$ cat src/rtl/weapons_pkg.sv
// Shared weapons-subsystem constants: ammo width and the one-hot mux select codes.
package weapons_pkg;

    localparam int AMMO_W = 9;

    localparam logic [3:0] SEL4_HOLD = 4'b1000;
    localparam logic [3:0] SEL4_LOAD = 4'b0100;
    localparam logic [3:0] SEL4_STEP = 4'b0010;
    localparam logic [3:0] SEL4_RST  = 4'b0001;

    localparam logic [1:0] SEL2_LOAD = 2'b10;
    localparam logic [1:0] SEL2_HOLD = 2'b01;

endpackage

$ cat src/rtl/sat_ammo_cells.sv
// Shared primitive cells: plain register and AND-OR one-hot multiplexers.
// Non-one-hot selects OR the selected inputs together; an all-zero select yields 0.
module DFF #(
    parameter int N = 1
) (
    input  logic         clk,
    input  logic [N-1:0] d,
    output logic [N-1:0] q
);
    always_ff @(posedge clk) begin
        q <= d;
    end
endmodule

module Mux2 #(
    parameter int N = 1
) (
    input  logic [N-1:0] a0,
    input  logic [N-1:0] a1,
    input  logic [1:0]   s,
    output logic [N-1:0] y
);
    assign y = ({N{s[1]}} & a0) | ({N{s[0]}} & a1);
endmodule

module Mux4 #(
    parameter int N = 1
) (
    input  logic [N-1:0] a0,
    input  logic [N-1:0] a1,
    input  logic [N-1:0] a2,
    input  logic [N-1:0] a3,
    input  logic [3:0]   s,
    output logic [N-1:0] y
);
    assign y = ({N{s[3]}} & a0) | ({N{s[2]}} & a1)
             | ({N{s[1]}} & a2) | ({N{s[0]}} & a3);
endmodule

$ cat src/rtl/sat_ammo_counter_sat_step.sv
// Saturating step value: down by rate floors at zero, up by one clamps to the ceiling.
module sat_step #(
    parameter int N = 9
) (
    input  logic [N-1:0] count,
    input  logic [N-1:0] max,
    input  logic [N-1:0] rate,
    input  logic         up,
    input  logic         down,
    output logic [N-1:0] step_val
);
    always_comb begin
        step_val = count;
        if (down) begin
            step_val = (count >= rate) ? (count - rate) : '0;
        end else if (up) begin
            // An over-ceiling count (loaded above max) is pulled back to max.
            step_val = (count < max) ? (count + N'(1)) : max;
        end
    end
endmodule

$ cat src/rtl/sat_ammo_counter.sv
// Saturating loadable ammo counter with programmable ceiling.
// Optional fire_err output enabled by defining SAT_AMMO_FIRE_ERR_EN.
module sat_ammo_counter
    import weapons_pkg::*;
#(
    parameter int N = AMMO_W
) (
    input  logic         clk,
    input  logic         rst,
    input  logic         up,
    input  logic         down,
    input  logic         load,
    input  logic [1:0]   load_max,
    input  logic [N-1:0] in,
    input  logic [N-1:0] rate,
    output logic [N-1:0] out,
    output logic [N-1:0] max_out
`ifdef SAT_AMMO_FIRE_ERR_EN
    ,
    output logic         fire_err
`endif
);

    logic [3:0]   sel4;
    logic [1:0]   sel2;
    logic [N-1:0] step_val;
    logic [N-1:0] count_d;
    logic [N-1:0] ceil_mux;
    logic [N-1:0] ceil_d;
    logic [N-1:0] zero;

    assign zero = '0;

    // rst > load > step > hold; exactly one select is ever active.
    always_comb begin
        sel4 = SEL4_HOLD;
        if (rst) begin
            sel4 = SEL4_RST;
        end else if (load) begin
            sel4 = SEL4_LOAD;
        end else if (up || down) begin
            sel4 = SEL4_STEP;
        end
    end

    // Only the exact load code loads; 00 and 11 both hold.
    assign sel2 = (load_max == SEL2_LOAD) ? SEL2_LOAD : SEL2_HOLD;

    sat_step #(.N(N)) u_sat_step (
        .count    (out),
        .max      (max_out),
        .rate     (rate),
        .up       (up),
        .down     (down),
        .step_val (step_val)
    );

    Mux4 #(.N(N)) u_count_mux (
        .a0 (out),
        .a1 (in),
        .a2 (step_val),
        .a3 (zero),
        .s  (sel4),
        .y  (count_d)
    );

    DFF #(.N(N)) u_count_reg (
        .clk (clk),
        .d   (count_d),
        .q   (out)
    );

    Mux2 #(.N(N)) u_ceil_mux (
        .a0 (in),
        .a1 (max_out),
        .s  (sel2),
        .y  (ceil_mux)
    );

    assign ceil_d = ceil_mux | {N{rst}};

    DFF #(.N(N)) u_ceil_reg (
        .clk (clk),
        .d   (ceil_d),
        .q   (max_out)
    );

`ifdef SAT_AMMO_FIRE_ERR_EN
    assign fire_err = ~rst & ~load & down & (out < rate);
`endif

endmodule

$ cat config.mk
export PLATFORM = sky130hd
export DESIGN_NAME = sat_ammo_counter
export DESIGN_NICKNAME = d
export VERILOG_FILES = /design/src/rtl/weapons_pkg.sv /design/src/rtl/sat_ammo_cells.sv /design/src/rtl/sat_ammo_counter_sat_step.sv /design/src/rtl/sat_ammo_counter.sv
export SDC_FILE = /design/constraint.sdc
export NUM_CORES = 1
export LEC_CHECK = 0
export CAP_MARGIN = 5
export CORE_MARGIN = 1.5
export CORE_UTILIZATION = 45
export CTS_BUF_LIST = sky130_fd_sc_hd__clkbuf_2
export DETAILED_ROUTE_END_ITERATION = 8
export DONT_BUFFER_PORTS = 1
export HOLD_SLACK_MARGIN = 0.02
export PLACE_DENSITY = 0.61
export SYNTH_ARGS = -nofsm -noshare
export SYNTH_HDL_FRONTEND = slang
export SYNTH_HIERARCHICAL = 1
export SYNTH_SLANG_ARGS = --single-unit
$ cat constraint.sdc
create_clock -name clk -period 4.9 [get_ports clk]
set_input_delay 0.735 -clock clk [delete_from_list [all_inputs] [get_ports clk]]
set_output_delay 0.735 -clock clk [all_outputs]
set_load 0.03 [all_outputs]
==> flow_metrics.tcl <==
set metrics [dict create \
    outcome "complete, no violations" \
    vias_per_cell 5.70 \
    setup_viol 0 \
    r2r_cells 9 \
    cp_data_required_time_ps 5110 \
    nets 279 \
    yosysWarnings 6 \
    worstHoldStart "rst" \
    syn-cell-area_mm2 0.00188 \
    max_cap_violations 0 \
    yosysTopAreaCellShare 0.191 \
    ys_ff_latch 18 \
    cts-root-buf "clkbuf_2" \
    worstSetupPathType "flip-flop to flip-flop" \
    io_pins 43 \
    fp.dieH_um 67.7 \
    fin_crit_ps 3110 \
    synthDistinctLibCells 52 \
    first_pass_iters 4 \
    rows 23 \
    slew_headroom 0.447 \
    clockBufferDepth 2 \
    drt_iter0_markers 55 \
    hp-class "input port to flip-flop" \
    insertion_delay_ps 300 \
    max_freq_mhz 322 \
    crit_fanout 16 \
    async_flop_share 0 \
    powerDensity_mw_per_mm2 240 \
    ant_nets 0 \
    grt_max_degree 22 \
    syn-mean-instance-area_um2 8.22 \
    n_antenna_cell 0 \
    rsz0062_at_grt "no" \
    synth_common_cells "24 x inv_1, 20 x nand2_1, 18 x dfxtp_1, 18 x ha_1, 16 x a22oi_1" \
    hold_end "u_ceil_reg/q[4]$_DFF_P_" \
    cts_sinks 18 \
    p_leak_nw 0.964 \
    portBuffers 0 \
    cp-start-kind "flip-flop" \
    ctsHoldBuffers 0 \
    gp_congestion 0.810 \
    worstMarginPinSlew_ps 827 \
    syn_inst 229 \
    cp-end-kind "flip-flop" \
    ys_seq_area_frac 0.191 \
    post_cts_resized 0 \
    core_area_mm2 0.00400 \
    clkSlewWorstSetupHoldPaths_ps 170 \
    wire_per_inst_um 15.9 \
    finalHoldViolCount 0 \
    r2r-start "u_count_reg/q[2]$_DFF_P_" \
    grt_pass1_wl_mm 7.56 \
    die_area_mm2 0.00458 \
    rrSetupSlack_ps 1790 \
    grtUsageTotal 0.218 \
    setup.worst_path.start "u_count_reg/q[2]$_DFF_P_" \
    drc 0 \
    h-tree-depth 1 \
    synth_area_leaders "dfxtp_1 19%, ha_1 12%, a22oi_1 6.4%" \
    route.final.wire_length_mm 4.52 \
    synth_area_leader_cell "dfxtp_1" \
    initial_core_util 0.470 \
    tns_ps 0 \
    r2r_end "u_count_reg/q[4]$_DFF_P_" \
    fin_skew_ps 10.2 \
    final_core_util 0.481 \
    drv_slew 0 \
    die_x_um 67.7 \
    cts_tree "yes" \
    ir_drop_mv 0.121 \
    grt_antenna_before_repair 0 \
    hpwl_mm 3.52 \
    drive_above_1_share 0.103 \
    yosys_most_used_dff "dfxtp_1" \
    post_cts.repair.setup_buffers 0 \
    min_path_cells 1 \
    cts_made_buffers 3 \
    yosysMostFrequentCell "inv_1" \
    grt_pass1_vias 1596 \
    area_growth_pct 2.26 \
    fin_crit_sh 0.634 \
    overflow 0 \
    synth_edf_count 0 \
    arrival_ps 3320 \
    finalPower_mw 0.463 \
    vias 1618 \
]
power breakdown:
group	switching (mW)	leakage, nW	internal (mW)
Clock	0.0447	0.0140	0.0177
Combinational	0.106	0.800	0.0880
Sequential	0.0461	0.150	0.160
Total	0.197	0.964	0.266
worst max-delay path by stage:
stage,endpoint,slack [ps],cells past startpoint
finish,u_count_reg/q[4]$_DFF_P_,1790,9
global route,u_count_reg/q[3]$_DFF_P_,1610,9
CTS,u_count_reg/q[4]$_DFF_P_,1810,9
detailed placement,u_count_reg/q[4]$_DFF_P_,1840,9
global placement,u_count_reg/q[3]$_DFF_P_,1890,9
floorplan,u_count_reg/q[3]$_DFF_P_,2350,9
layout by cell type (no fill, tap or decap), drive strengths merged, types with 4 or more instances in the layout:
master  count
nand2      20
nand3       9
a22oi      18
ha         18
dfxtp      18
or2         9
conb        9
o21ai       9
o22ai       4
nor2       12
a21oi      14
mux2i       6
inv        25
a21o        4
a22o        9
xor2        5
flip-flops by register name, summed over array words and instances (netlist names):
name,cells
u_ceil_reg/q,9
u_count_reg/q,9
stage by stage:
stage               area (µm²)  instances  setup WS, ps  hold WS, ps
floorplan                 1910        237          2350          736
global placement          1910        280          1890          697
detailed placement        1910        280          1840          704
CTS                       1920        284          1810          505
global route              1920        284          1610          470
finish                    1920        284          1790          521
routing by layer:
layer | up-vias | GRT usage | share of wire
met4 | 0 | 0.0332 | 0.0088
met3 | 5 | 0.0533 | 0.048
met5 | - | 0 | 0
met1 | 738 | 0.283 | 0.47
li1 | 836 | - | -
met2 | 39 | 0.371 | 0.48
worst max-delay path, cell delays in order (launching register included):
cell      delay [ps]
dfxtp_1          750
ha_1             380
a21oi_4          130
o21ai_2           80
a211oi_4         720
mux2_1           390
a32oi_1          190
o221ai_2         120
a22oi_1          190
nand2_1           70
cells by family after synthesis:
family                     synth area share
and+or+nand+nor                       0.178
xor gates and xnor gates             0.0326
muxes                                0.0439
adders and majority gates             0.130
DFF                                   0.191
AOI/OAI and AO/OA                     0.324
other                               0.00199
buffers and inverters                0.0984
cell type report:
| class | count | area, µm² |
|---|---|---|
| Clock buffer | 3 | 15.0 |
| Clock inverter | 1 | 3.75 |
| Fill cell | 426 | 2080 |
| Inverter | 25 | 93.8 |
| Multi-Input combinational cell | 184 | 1370 |
| Sequential cell | 18 | 360 |
| Tap cell | 50 | 62.6 |
| Timing Repair Buffer | 3 | 22.5 |
(Power assumes the default switching activity.)
